--- src/rtl/pc_gen_if.sv ---
// Fetch-stage PC generator bus: redirect/stall/ack inputs and fetch address outputs.
interface pc_gen_if #(
    parameter int unsigned WIDTH = 32
);
    logic             en;
    logic             br_valid;
    logic [WIDTH-1:0] br_target;
    logic             exc_valid;
    logic             fetch_ack;
    logic [WIDTH-1:0] pc;
    logic [WIDTH-1:0] pc_plus;
    logic             fetch_req;
    logic             redir_pending;
    logic             misalign;

    modport master (
        output en, br_valid, br_target, exc_valid, fetch_ack,
        input  pc, pc_plus, fetch_req, redir_pending, misalign
    );

    modport slave (
        input  en, br_valid, br_target, exc_valid, fetch_ack,
        output pc, pc_plus, fetch_req, redir_pending, misalign
    );
endinterface

--- src/rtl/pc_gen.sv ---
// Program-counter generator: boot delay, exception/branch redirect arbitration, stalled-branch buffering.
// Optional PC_ALIGN_CHECK_EN: misaligned branch targets trap to EXC_VEC instead of being truncated.
module pc_gen #(
    parameter int unsigned      WIDTH       = 32,
    parameter logic [WIDTH-1:0] RESET_VEC   = WIDTH'(32'h0000_3000),
    parameter logic [WIDTH-1:0] EXC_VEC     = WIDTH'(32'h0000_4180),
    parameter int unsigned      STEP        = 4,
    parameter int unsigned      BOOT_CYCLES = 2
) (
    input  logic      clk,
    input  logic      rst,
    pc_gen_if.slave   bus
);
    localparam int unsigned      CNT_W     = 4;
    localparam logic [CNT_W-1:0] BOOT_LAST = CNT_W'(BOOT_CYCLES - 1);
    localparam logic [WIDTH-1:0] LOW_MASK  = WIDTH'(STEP - 1);

    typedef enum logic [1:0] {
        BOOT = 2'd0,
        RUN  = 2'd1,
        PEND = 2'd2
    } state_t;

    state_t           state_q, state_d;
    logic [WIDTH-1:0] pc_q, pc_d;
    logic [WIDTH-1:0] pend_q, pend_d;
    logic [CNT_W-1:0] cnt_q, cnt_d;
    logic             trap_d;
    logic             misalign_q;
    logic             fetch_req_q;
    logic             redir_q;
    logic [WIDTH-1:0] tgt;
    logic             bad_tgt;

    assign tgt = bus.br_target & ~LOW_MASK;

`ifdef PC_ALIGN_CHECK_EN
    assign bad_tgt = |(bus.br_target & LOW_MASK);
`else
    assign bad_tgt = 1'b0;
`endif

    // State and output registers
    always_ff @(posedge clk) begin
        if (rst) begin
            state_q     <= BOOT;
            pc_q        <= RESET_VEC;
            pend_q      <= '0;
            cnt_q       <= '0;
            misalign_q  <= 1'b0;
            fetch_req_q <= 1'b0;
            redir_q     <= 1'b0;
        end else begin
            state_q     <= state_d;
            pc_q        <= pc_d;
            pend_q      <= pend_d;
            cnt_q       <= cnt_d;
            misalign_q  <= trap_d;
            fetch_req_q <= (state_d != BOOT);
            redir_q     <= (state_d == PEND);
        end
    end

    // Next-state and redirect arbitration
    always_comb begin
        state_d = state_q;
        pc_d    = pc_q;
        pend_d  = pend_q;
        cnt_d   = cnt_q;
        trap_d  = 1'b0;
        case (state_q)
            BOOT: begin
                cnt_d = cnt_q + CNT_W'(1);
                if (cnt_q == BOOT_LAST) begin
                    state_d = RUN;
                end
                if (bus.exc_valid) begin
                    pc_d = EXC_VEC;
                end
            end
            RUN: begin
                if (bus.exc_valid) begin
                    pc_d = EXC_VEC;
                end else if (bus.br_valid) begin
                    if (bad_tgt) begin
                        pc_d   = EXC_VEC;
                        trap_d = 1'b1;
                    end else if (bus.en) begin
                        pc_d = tgt;
                    end else begin
                        pend_d  = tgt;
                        state_d = PEND;
                    end
                end else if (bus.en && bus.fetch_ack) begin
                    pc_d = bus.pc_plus;
                end
            end
            PEND: begin
                if (bus.exc_valid) begin
                    pc_d    = EXC_VEC;
                    pend_d  = '0;
                    state_d = RUN;
                end else if (bus.br_valid && bad_tgt) begin
                    pc_d    = EXC_VEC;
                    pend_d  = '0;
                    trap_d  = 1'b1;
                    state_d = RUN;
                end else if (bus.en) begin
                    // A branch arriving with the release beats the buffered one
                    pc_d    = bus.br_valid ? tgt : pend_q;
                    pend_d  = '0;
                    state_d = RUN;
                end else if (bus.br_valid) begin
                    pend_d = tgt;
                end
            end
            default: begin
                state_d = BOOT;
            end
        endcase
    end

    assign bus.pc            = pc_q;
    assign bus.pc_plus       = pc_q + WIDTH'(STEP);
    assign bus.fetch_req     = fetch_req_q;
    assign bus.redir_pending = redir_q;
    assign bus.misalign      = misalign_q;
endmodule

--- src/flat_wrapper.sv ---
// flat-port wrapper written by rule: the top's interface ports become plain ports
module pc_gen_flat 
#(
    parameter int unsigned      WIDTH       = 32,
    parameter logic [WIDTH-1:0] RESET_VEC   = WIDTH'(32'h0000_3000),
    parameter logic [WIDTH-1:0] EXC_VEC     = WIDTH'(32'h0000_4180),
    parameter int unsigned      STEP        = 4,
    parameter int unsigned      BOOT_CYCLES = 2
)
  (clk, rst, bus_en, bus_br_valid, bus_br_target, bus_exc_valid, bus_fetch_ack, bus_pc, bus_pc_plus, bus_fetch_req, bus_redir_pending, bus_misalign);
  pc_gen_if #(.WIDTH(WIDTH)) bus_i ();
  input  logic clk;
  input  logic rst;
  input wire logic [$bits(bus_i.en)-1:0] bus_en;
  input wire logic [$bits(bus_i.br_valid)-1:0] bus_br_valid;
  input wire logic [$bits(bus_i.br_target)-1:0] bus_br_target;
  input wire logic [$bits(bus_i.exc_valid)-1:0] bus_exc_valid;
  input wire logic [$bits(bus_i.fetch_ack)-1:0] bus_fetch_ack;
  output wire logic [$bits(bus_i.pc)-1:0] bus_pc;
  output wire logic [$bits(bus_i.pc_plus)-1:0] bus_pc_plus;
  output wire logic [$bits(bus_i.fetch_req)-1:0] bus_fetch_req;
  output wire logic [$bits(bus_i.redir_pending)-1:0] bus_redir_pending;
  output wire logic [$bits(bus_i.misalign)-1:0] bus_misalign;
  assign bus_i.en = bus_en;
  assign bus_i.br_valid = bus_br_valid;
  assign bus_i.br_target = bus_br_target;
  assign bus_i.exc_valid = bus_exc_valid;
  assign bus_i.fetch_ack = bus_fetch_ack;
  assign bus_pc = bus_i.pc;
  assign bus_pc_plus = bus_i.pc_plus;
  assign bus_fetch_req = bus_i.fetch_req;
  assign bus_redir_pending = bus_i.redir_pending;
  assign bus_misalign = bus_i.misalign;
  pc_gen #(.WIDTH(WIDTH), .RESET_VEC(RESET_VEC), .EXC_VEC(EXC_VEC), .STEP(STEP), .BOOT_CYCLES(BOOT_CYCLES)) u_core (.clk(clk), .rst(rst), .bus(bus_i));
endmodule
--- config.mk ---
export PLATFORM = sky130hd
export DESIGN_NAME = pc_gen_flat
export DESIGN_NICKNAME = d
export VERILOG_FILES = /design/src/rtl/pc_gen_if.sv /design/src/rtl/pc_gen.sv /design/src/flat_wrapper.sv
export SDC_FILE = /design/constraint.sdc
export NUM_CORES = 1
export LEC_CHECK = 0
export CAP_MARGIN = 20
export CORE_AREA = 4 4 116 118
export CTS_CLUSTER_DIAMETER = 120
export DETAILED_ROUTE_END_ITERATION = 8
export DIE_AREA = 0 0 120 122
export GPL_TIMING_DRIVEN = 0
export HOLD_SLACK_MARGIN = 0.05
export SLEW_MARGIN = 5
export SYNTH_ARGS = -nofsm -noshare
export SYNTH_HDL_FRONTEND = slang
export SYNTH_SLANG_ARGS = --single-unit
export TNS_END_PERCENT = 30
--- constraint.sdc ---
create_clock -name clk -period 4.9 [get_ports clk]
set_clock_uncertainty 0.2 [all_clocks]
set_input_delay 0.49 -clock clk [delete_from_list [all_inputs] [get_ports clk]]
set_output_delay 0.49 -clock clk [all_outputs]
set_load 0.02 [all_outputs]
==> results.py, run 1 <==
metrics = {
    "floorplanning": {
        "die_width_um": 120,
        "dieArea_um2": 14600,
        "start_util_pct": 34.1,
        "num_rows": 41,
        "ios": 105,
        "fp.dieH_um": 122,
        "coreArea_um2": 12500,
    },
    "clocking": {
        "cts-buffers-inserted": 9,
        "cts.sinks": 72,
        "post_cts_buffers": 0,
        "htreeDepth": 3,
        "cts_resized": 0,
        "clk_path_buf_depth": 2,
        "cts_root_buf": "clkbuf_16",
        "cts_tree": "yes",
        "insertion_delay_ps": 350,
        "cts-hold-fix-buffers": 0,
        "clkTransAtPathRegs_ps": 60,
    },
    "synth": {
        "yosysWarnings": 0,
        "synth_common_cells": "72 x dfxtp_1, 58 x nor2_1, 35 x a22oi_1, 35 x nand2_1, 34 x clkbuf_1",
        "ys_async_sr_fraction_pct": 0,
        "syn_nets": 584,
        "synthTopCellsByArea": "dfxtp_1 34%, a22oi_1 6.2%, nor2_1 5.1%",
        "synth_seq_area_share_pct": 33.9,
        "yosys_register_bits": 72,
        "syn_avg_cell_area_um2": 7.89,
        "synth_cell_types": 66,
        "netlist_area_um2": 4250,
        "synthSimpleGateAreaFrac_pct": 23.4,
        "yosys.area.top_type": "dfxtp_1",
        "yosysTopAreaCellShare_pct": 33.9,
        "synth_mux_area_share_pct": 1.50,
        "synth_ff_type": "dfxtp_1",
        "netlist_instances": 539,
        "synth.most_common_cell": "dfxtp_1",
        "synth-edff-count": 0,
        "synth_xor_area_share_pct": 5.56,
        "synth_top_family_by_area": "compound AO/OA/AOI/OAI gates",
        "synthAdderAreaFrac_pct": 2.06,
        "synth_compound_area_share_pct": 27.5,
    },
    "global_route": {
        "grt_pass1_vias": 4730,
        "grt_use_met1_pct": 31.7,
        "use_met2_pct": 36.1,
        "grt_max_degree": 13,
        "track_usage_pct": 23.7,
        "met3_usage_pct": 4.92,
        "antenna_found_initial": 0,
        "grt.busiest_layer": "met2",
        "grt_pass1_wl_um": 26600,
        "gr-total-overflow": 0,
    },
    "cells_and_area": {
        "fillers": 1255,
        "final_cells": 829,
        "final_layout_size_suffix_gt1_share_pct": 5.94,
        "nNetsFinal": 697,
        "antenna_cells": 0,
        "area_delta_synth_final_pct": 35.9,
    },
    "worst_setup_path": {
        "endpoint_kind": "output port",
        "crit_required_ps": 4210,
        "crit_arrival_ps": 3440,
        "critPathMaxFanout": 10,
        "cp-start-kind": "flop",
        "r2r_slack_ps": 1810,
        "critical_path_class": "flop to output port",
    },
    "route": {
        "vias_per_cell": 5.88,
        "antenna_left": 0,
        "dr.pass1.iters": 6,
        "wl_um": 17400,
        "first_iter_violations": 512,
        "vias": 4876,
        "wl_per_cell_um": 20.9,
        "drc": 0,
    },
    "worst_hold_path": {
        "hp-class": "flop to flop",
    },
    "pwr": {
        "p_clk_share_pct": 32.2,
        "powerDensity_nw_per_um2": 361,
        "power.leakage_nw": 2.08,
        "p_int_mw": 1.29,
        "switching_share_pct": 38.3,
        "p_comb_share_pct": 35.6,
        "power_switching_uw": 799,
        "seqPwrFrac_pct": 32.2,
        "power.total_mw": 2.08,
        "ir_drop_mv": 0.224,
    },
    "outcome": {
        "status": "complete, no violations",
    },
    "place": {
        "dp.cells": 812,
        "place_congestion": 0.898,
        "port_buffers": 100,
        "dp_hpwl_um": 12600,
    },
    "timing": {
        "slew_headroom_pct": 31.8,
        "fin_crit_ps": 4130,
        "report.final.slew_viol_count": 0,
        "fmax_mhz": 242,
        "post-route-period-util_pct": 84.2,
        "whs_ps": 285,
        "rsz0062_at_grt": "false",
        "hold_violations": 0,
        "tns_ps": 0,
        "worst_pin_slew_ps": 1020,
        "finalSetupViolCount": 0,
    },
    "flow_run": {
        "drv_cap": 0,
    },
}
==> power by group through the flow <==
| stage | Combinational [mW] | Clock, mW | Sequential [mW] |
|---|---|---|---|
| floorplan | 0.420 | 0 | 0.694 |
| global placement | 0.717 | 0 | 0.681 |
| detailed placement | 0.720 | 0 | 0.682 |
| CTS | 0.724 | 0.680 | 0.670 |
| global route | 0.796 | 0.707 | 0.675 |
| finish | 0.742 | 0.672 | 0.670 |
==> cell usage in the layout, fill, tap and decap left out, types with 6 or more instances in the layout <==
| cell | instances |
|---|---|
| nor4_1 | 6 |
| a22oi_1 | 35 |
| nor2b_1 | 6 |
| buf_1 | 7 |
| ha_1 | 7 |
| o31ai_1 | 8 |
| or3_1 | 6 |
| inv_1 | 16 |
| a221oi_1 | 9 |
| a31oi_1 | 10 |
| dfxtp_1 | 72 |
| and3_1 | 6 |
| nor2_1 | 58 |
| nor3_1 | 14 |
| o21ai_0 | 31 |
| nand4_1 | 15 |
| clkdlybuf4s50_1 | 100 |
| clkbuf_1 | 34 |
| xor2_1 | 12 |
| xnor2_1 | 15 |
| nand2_1 | 35 |
| clkbuf_16 | 9 |
| a22o_1 | 6 |
| nand3_1 | 17 |
| a21oi_1 | 31 |
==> routing by layer <==
metal,wire [µm],vias up
li1,-,2233
met3,1640,39
met5,0,-
met2,7900,268
met1,7280,2336
met4,532,0
==> kinds of logic after synthesis <==
group                    after synthesis
AO/OA/AOI/OAI                        170
other                                  1
XOR/XNOR                              27
adder cells (fa/ha/maj)                7
flip-flops                            72
buffers and inverters                 63
AND/OR/NAND/NOR                      193
multiplexers                           6
==> worst paths after layout <==
kind                           from                 to  cells past startpoint
setup reg to reg  u_core.state_q[0]  u_core.bus.pc[21]                      8
hold reg to reg    u_core.pend_q[1]   u_core.pend_q[1]                      1
setup / recovery   u_core.bus.pc[3]    bus_pc_plus[24]                      6
hold / removal     u_core.pend_q[1]   u_core.pend_q[1]                      1
==> state kept, by name, summed over array words and instances, names as in the netlist <==
| name | flops |
|---|---|
| u_core.bus.fetch_req | 1 |
| u_core.cnt_q | 4 |
| u_core.pend_q | 32 |
| u_core.bus.redir_pending | 1 |
| u_core.state_q | 2 |
| u_core.bus.pc | 32 |
==> per-stage QoR <==
step | utilization, % | instance area, µm² | setup WS, ps
floorplan | - | 4250 | 1860
global route | 46.3 | 5770 | 664
detailed placement | 43.9 | 5470 | 1090
finish | 46.3 | 5770 | 775
global placement | 43.9 | 5470 | 1080
CTS | 46.3 | 5770 | 683
==> critical path, cell delays in order (launching register included) <==
cell and delay [ps]:
dfxtp_1 480, ha_1 310, nand4_4 190, or4_2 770
nor3_1 530, xor2_1 180, clkdlybuf4s50_1 620
==> layout make-up <==
cell class              instances  area (µm²)  share of cell area (%)
multi-input cells             404        2560                    44.3
clock inverters                 6        58.8                    1.02
well taps                     172         215                    3.73
plain buffers                  47         191                    3.32
clock buffers                  10         239                    4.14
repair buffers                102        1010                    17.5
inverters                      16        60.1                    1.04
flip-flops and latches         72        1440                    25.0
No activity file was read; power rests on OpenSTA's default activity.
==> inputs of run 2 (changes only) <==
Clock period 4.9 ns to 3.6 ns, I/O delays scaled along.
==> results.py, run 2 (synthesis results as in run 1) <==
metrics = {
    "cells_and_area": {
        "nNetsFinal": 698,
        "final_layout_size_suffix_gt1_share_pct": 7.60,
        "final_common_cell": "clkdlybuf4s50_1",
        "area_delta_synth_final_pct": 37.9,
        "final_cell_mix": "97 x clkdlybuf4s50_1, 70 x dfxtp_1, 58 x nor2_1",
        "final_cell_area_um2": 5860,
        "antenna_cells": 0,
        "fillers": 1245,
    },
    "worst_setup_path": {
        "critPathSlowestCell": "or4_1",
        "critical_path_class": "flop to output port",
        "critPathMaxFanout": 10,
        "endpoint_kind": "output port",
        "max_stage_delay_ps": 550,
        "crit_arrival_ps": 2950,
        "crit_cells": 7,
        "path_delay_family": "simple AND/OR/NAND/NOR gates",
        "worstPathCellList": "ha_2 > nand4_4 > or4_1 > buf_2 > or4_4 > nand2_1 > dlygate4sd2_1",
        "path_buf_inv": 2,
        "rr_worst_depth": 7,
        "cp-start-kind": "flop",
        "crit_required_ps": 3040,
        "r2r_slack_ps": 530,
    },
    "floorplanning": {
        "dieArea_um2": 14600,
        "coreArea_um2": 12500,
        "die_width_um": 120,
        "num_rows": 41,
        "ios": 105,
        "fp.dieH_um": 122,
        "start_util_pct": 34.1,
    },
    "route": {
        "drc": 0,
        "antenna_left": 0,
        "wl_um": 17300,
        "first_iter_violations": 506,
        "vias": 4904,
        "vias_per_cell": 5.91,
        "wl_per_cell_um": 20.9,
        "dr.pass1.iters": 5,
    },
    "timing": {
        "fmax_mhz": 285,
        "hold_violations": 0,
        "fin_crit_ps": 3510,
        "report.final.slew_viol_count": 0,
        "whs_ps": 287,
        "rsz0062_at_grt": "true",
        "worst_pin_slew_ps": 1000,
        "post-route-period-util_pct": 97.4,
        "finalSetupViolCount": 0,
        "slew_headroom_pct": 32.6,
    },
    "global_route": {
        "grt_pass1_vias": 4729,
        "track_usage_pct": 23.7,
        "antenna_found_initial": 0,
        "grt_max_degree": 13,
        "grt_pass1_wl_um": 26700,
        "gr-total-overflow": 0,
    },
    "pwr": {
        "ir_drop_mv": 0.304,
        "power.total_mw": 2.84,
        "powerDensity_nw_per_um2": 484,
        "power.leakage_nw": 2.18,
    },
    "clocking": {
        "cts_tree": "yes",
        "clkTransAtPathRegs_ps": 60,
        "cts_root_buf": "clkbuf_16",
        "htreeDepth": 3,
        "insertion_delay_ps": 350,
        "clk_path_buf_depth": 2,
        "cts-buffers-inserted": 9,
        "cts.sinks": 72,
    },
    "place": {
        "place_congestion": 0.898,
        "dpl-instance-area_um2": 5470,
        "port_buffers": 100,
        "dp_hpwl_um": 12600,
    },
    "flow_run": {
        "drv_cap": 0,
    },
    "worst_hold_path": {
        "hold_path_depth": 1,
        "hp-class": "flop to flop",
    },
    "outcome": {
        "status": "complete, no violations",
    },
}
## run 2: power breakdown
| group | switching (mW) | internal [mW] |
|---|---|---|
| Sequential | 0.0579 | 0.855 |
| Clock | 0.364 | 0.552 |
| Combinational | 0.666 | 0.343 |
| Total | 1.09 | 1.75 |
## run 2: metrics by stage
step | instances | setup slack [ps] | utilization [%] | TNS, ps
final | 830 | 94.2 | 47.0 | 0
after global routing | 830 | -27.6 | 47.0 | -27.6
after CTS | 828 | 11.9 | 46.7 | 0
after detailed placement | 812 | -82.1 | 43.9 | -106
after global placement | 811 | -90.6 | 43.9 | -189
after floorplan | 539 | 689 | - | 0
## run 2: path summary, 6_finish.rpt
check	startpoint	to
min	u_core.pend_q[1]	u_core.pend_q[1]
max	u_core.bus.pc[2]	bus_pc_plus[28]
max reg2reg	u_core.state_q[0]	u_core.bus.pc[26]
min reg2reg	u_core.pend_q[1]	u_core.pend_q[1]
## run 2: routing by layer
layer	track usage, %	part of all wire (%)
met1	31.7	42
met2	36.7	45
met3	4.92	9.0
met4	11.0	3.5
met5	0	0
## run 2: cell type report
cell class | count | area (µm²) | area share (%)
clock inverter | 6 | 58.8 | 1.00
multi-input combinational | 404 | 2630 | 44.9
buffer | 47 | 191 | 3.27
clock buffer | 10 | 239 | 4.08
tap | 172 | 215 | 3.67
sequential | 72 | 1440 | 24.6
inverter | 16 | 60.1 | 1.02
timing repair buffer | 103 | 1020 | 17.4
## run 2: repair_timing
action,CTS,global route
setup buffers,0,2
cloned,0,0
hold buffers,0,0
setup endpoints to repair,14,7
pin swaps,0,1
resized for setup,14,4
==> inputs of run 3 (changes only) <==
Settings changed: CAP_MARGIN 20 to 5.
==> results.py, run 3 (synthesis results as in run 1) <==
metrics = {
    "outcome": {
        "status": "complete, no violations",
    },
    "global_route": {
        "grt_max_degree": 13,
        "track_usage_pct": 23.5,
        "gr-total-overflow": 0,
        "antenna_found_initial": 0,
        "grt_pass1_wl_um": 26500,
        "grt_pass1_vias": 4663,
    },
    "timing": {
        "fin_crit_ps": 3490,
        "rsz0062_at_grt": "true",
        "finalSetupViolCount": 0,
        "fmax_mhz": 287,
        "post-route-period-util_pct": 96.9,
        "whs_ps": 291,
        "worst_pin_slew_ps": 1000,
        "slew_headroom_pct": 32.8,
        "hold_violations": 0,
        "report.final.slew_viol_count": 0,
    },
    "clocking": {
        "cts_tree": "yes",
        "clk_path_buf_depth": 2,
        "clkTransAtPathRegs_ps": 60,
        "cts-hold-fix-buffers": 0,
        "cts_root_buf": "clkbuf_16",
        "cts-buffers-inserted": 9,
        "htreeDepth": 3,
        "insertion_delay_ps": 350,
        "cts.sinks": 72,
    },
    "place": {
        "port_buffers": 100,
        "place_congestion": 0.898,
        "dpl-instance-area_um2": 5470,
        "dp_hpwl_um": 12600,
        "dp.cells": 811,
    },
    "cells_and_area": {
        "final_cell_mix": "97 x clkdlybuf4s50_1, 70 x dfxtp_1, 58 x nor2_1",
        "final_cells": 828,
        "final_layout_size_suffix_gt1_share_pct": 7.16,
        "final_cell_area_um2": 5900,
        "final_common_cell": "clkdlybuf4s50_1",
        "nNetsFinal": 696,
        "area_delta_synth_final_pct": 38.7,
        "utilization_pct": 47.3,
        "antenna_cells": 0,
    },
    "flow_run": {
        "drv_cap": 0,
    },
    "route": {
        "first_iter_violations": 517,
        "vias_per_cell": 5.93,
        "vias": 4907,
        "wl_um": 17300,
        "dr.pass1.iters": 8,
        "antenna_left": 0,
        "drc": 0,
        "wl_per_cell_um": 20.9,
    },
    "worst_hold_path": {
        "hp-class": "flop to flop",
    },
    "pwr": {
        "powerDensity_nw_per_um2": 507,
        "power.total_mw": 2.99,
        "power.leakage_nw": 2.19,
        "ir_drop_mv": 0.395,
    },
    "worst_setup_path": {
        "crit_arrival_ps": 2930,
        "endpoint_kind": "output port",
        "max_stage_delay_ps": 550,
        "critPathSlowestCell": "or4_1",
        "worstPathCellList": "ha_2 > nand4_4 > or4_1 > buf_2 > or4_4 > nand2_1 > dlygate4sd2_1",
        "crit_required_ps": 3040,
        "cp-start-kind": "flop",
        "critical_path_class": "flop to output port",
        "critPathMaxFanout": 10,
    },
    "floorplanning": {
        "num_rows": 41,
        "coreArea_um2": 12500,
        "die_width_um": 120,
        "dieArea_um2": 14600,
        "fp.dieH_um": 122,
        "start_util_pct": 34.1,
        "ios": 105,
    },
}
[run 3: where the power goes]
part	leakage [nW]	total (mW)	switching [mW]	internal, mW
sequential	0.584	0.913	0.0587	0.854
clock	0.170	1.07	0.372	0.697
combinational	1.43	1.01	0.665	0.343
total	2.19	2.99	1.10	1.89
[run 3: worst max-delay path: cells and delay by family (launching register included)]
kind	cells	cell delay, ps
flip-flops	1	420
buffers and inverters	2	560
AND/OR/NAND/NOR	4	1350
adder cells (fa/ha/maj)	1	260
[run 3: path summary, 6_finish.rpt]
check                                        from                end  slack [ps]  depth (start not counted)
worst max-delay path             u_core.bus.pc[2]    bus_pc_plus[28]         110                          7
worst min-delay path             u_core.pend_q[0]   u_core.pend_q[0]         290                          1
worst max register to register  u_core.state_q[0]  u_core.bus.pc[21]         500                          8
worst min register to register   u_core.pend_q[0]   u_core.pend_q[0]         290                          1
[run 3: per-layer routing]
| layer | part of all wire, % | global-route usage (%) | routed length (µm) | vias up |
|---|---|---|---|---|
| met2 | 45 | 36.2 | 7800 | 270 |
| met4 | 3.5 | 10.5 | 599 | 0 |
| met1 | 42 | 32.0 | 7330 | 2359 |
| li1 | - | - | - | 2234 |
| met5 | 0 | 0 | 0 | - |
| met3 | 8.9 | 4.46 | 1540 | 44 |
[run 3: what timing repair did]
item,4_1_cts,5_1_grt
setup buffers,0,1
gates resized for setup,15,3
pin swaps,0,1
endpoints found under the setup margin,14,7
[run 3: through the flow]
| stage | setup TNS, ps | setup WS, ps |
|---|---|---|
| global route | -30.3 | -25.0 |
| CTS | 0 | 19.1 |
| floorplan | 0 | 689 |
| global placement | -189 | -90.6 |
| detailed placement | -150 | -61.1 |
| finish | 0 | 111 |
[run 3: layout make-up]
| cell class | instances | area [µm²] |
|---|---|---|
| clock inverter | 5 | 104 |
| fill | 1277 | 6570 |
| timing repair buffer | 101 | 1010 |
| buffer | 47 | 191 |
| tap | 172 | 215 |
| clock buffer | 11 | 243 |
| inverter | 16 | 60.1 |
| multi-input combinational | 404 | 2630 |
| sequential | 72 | 1440 |
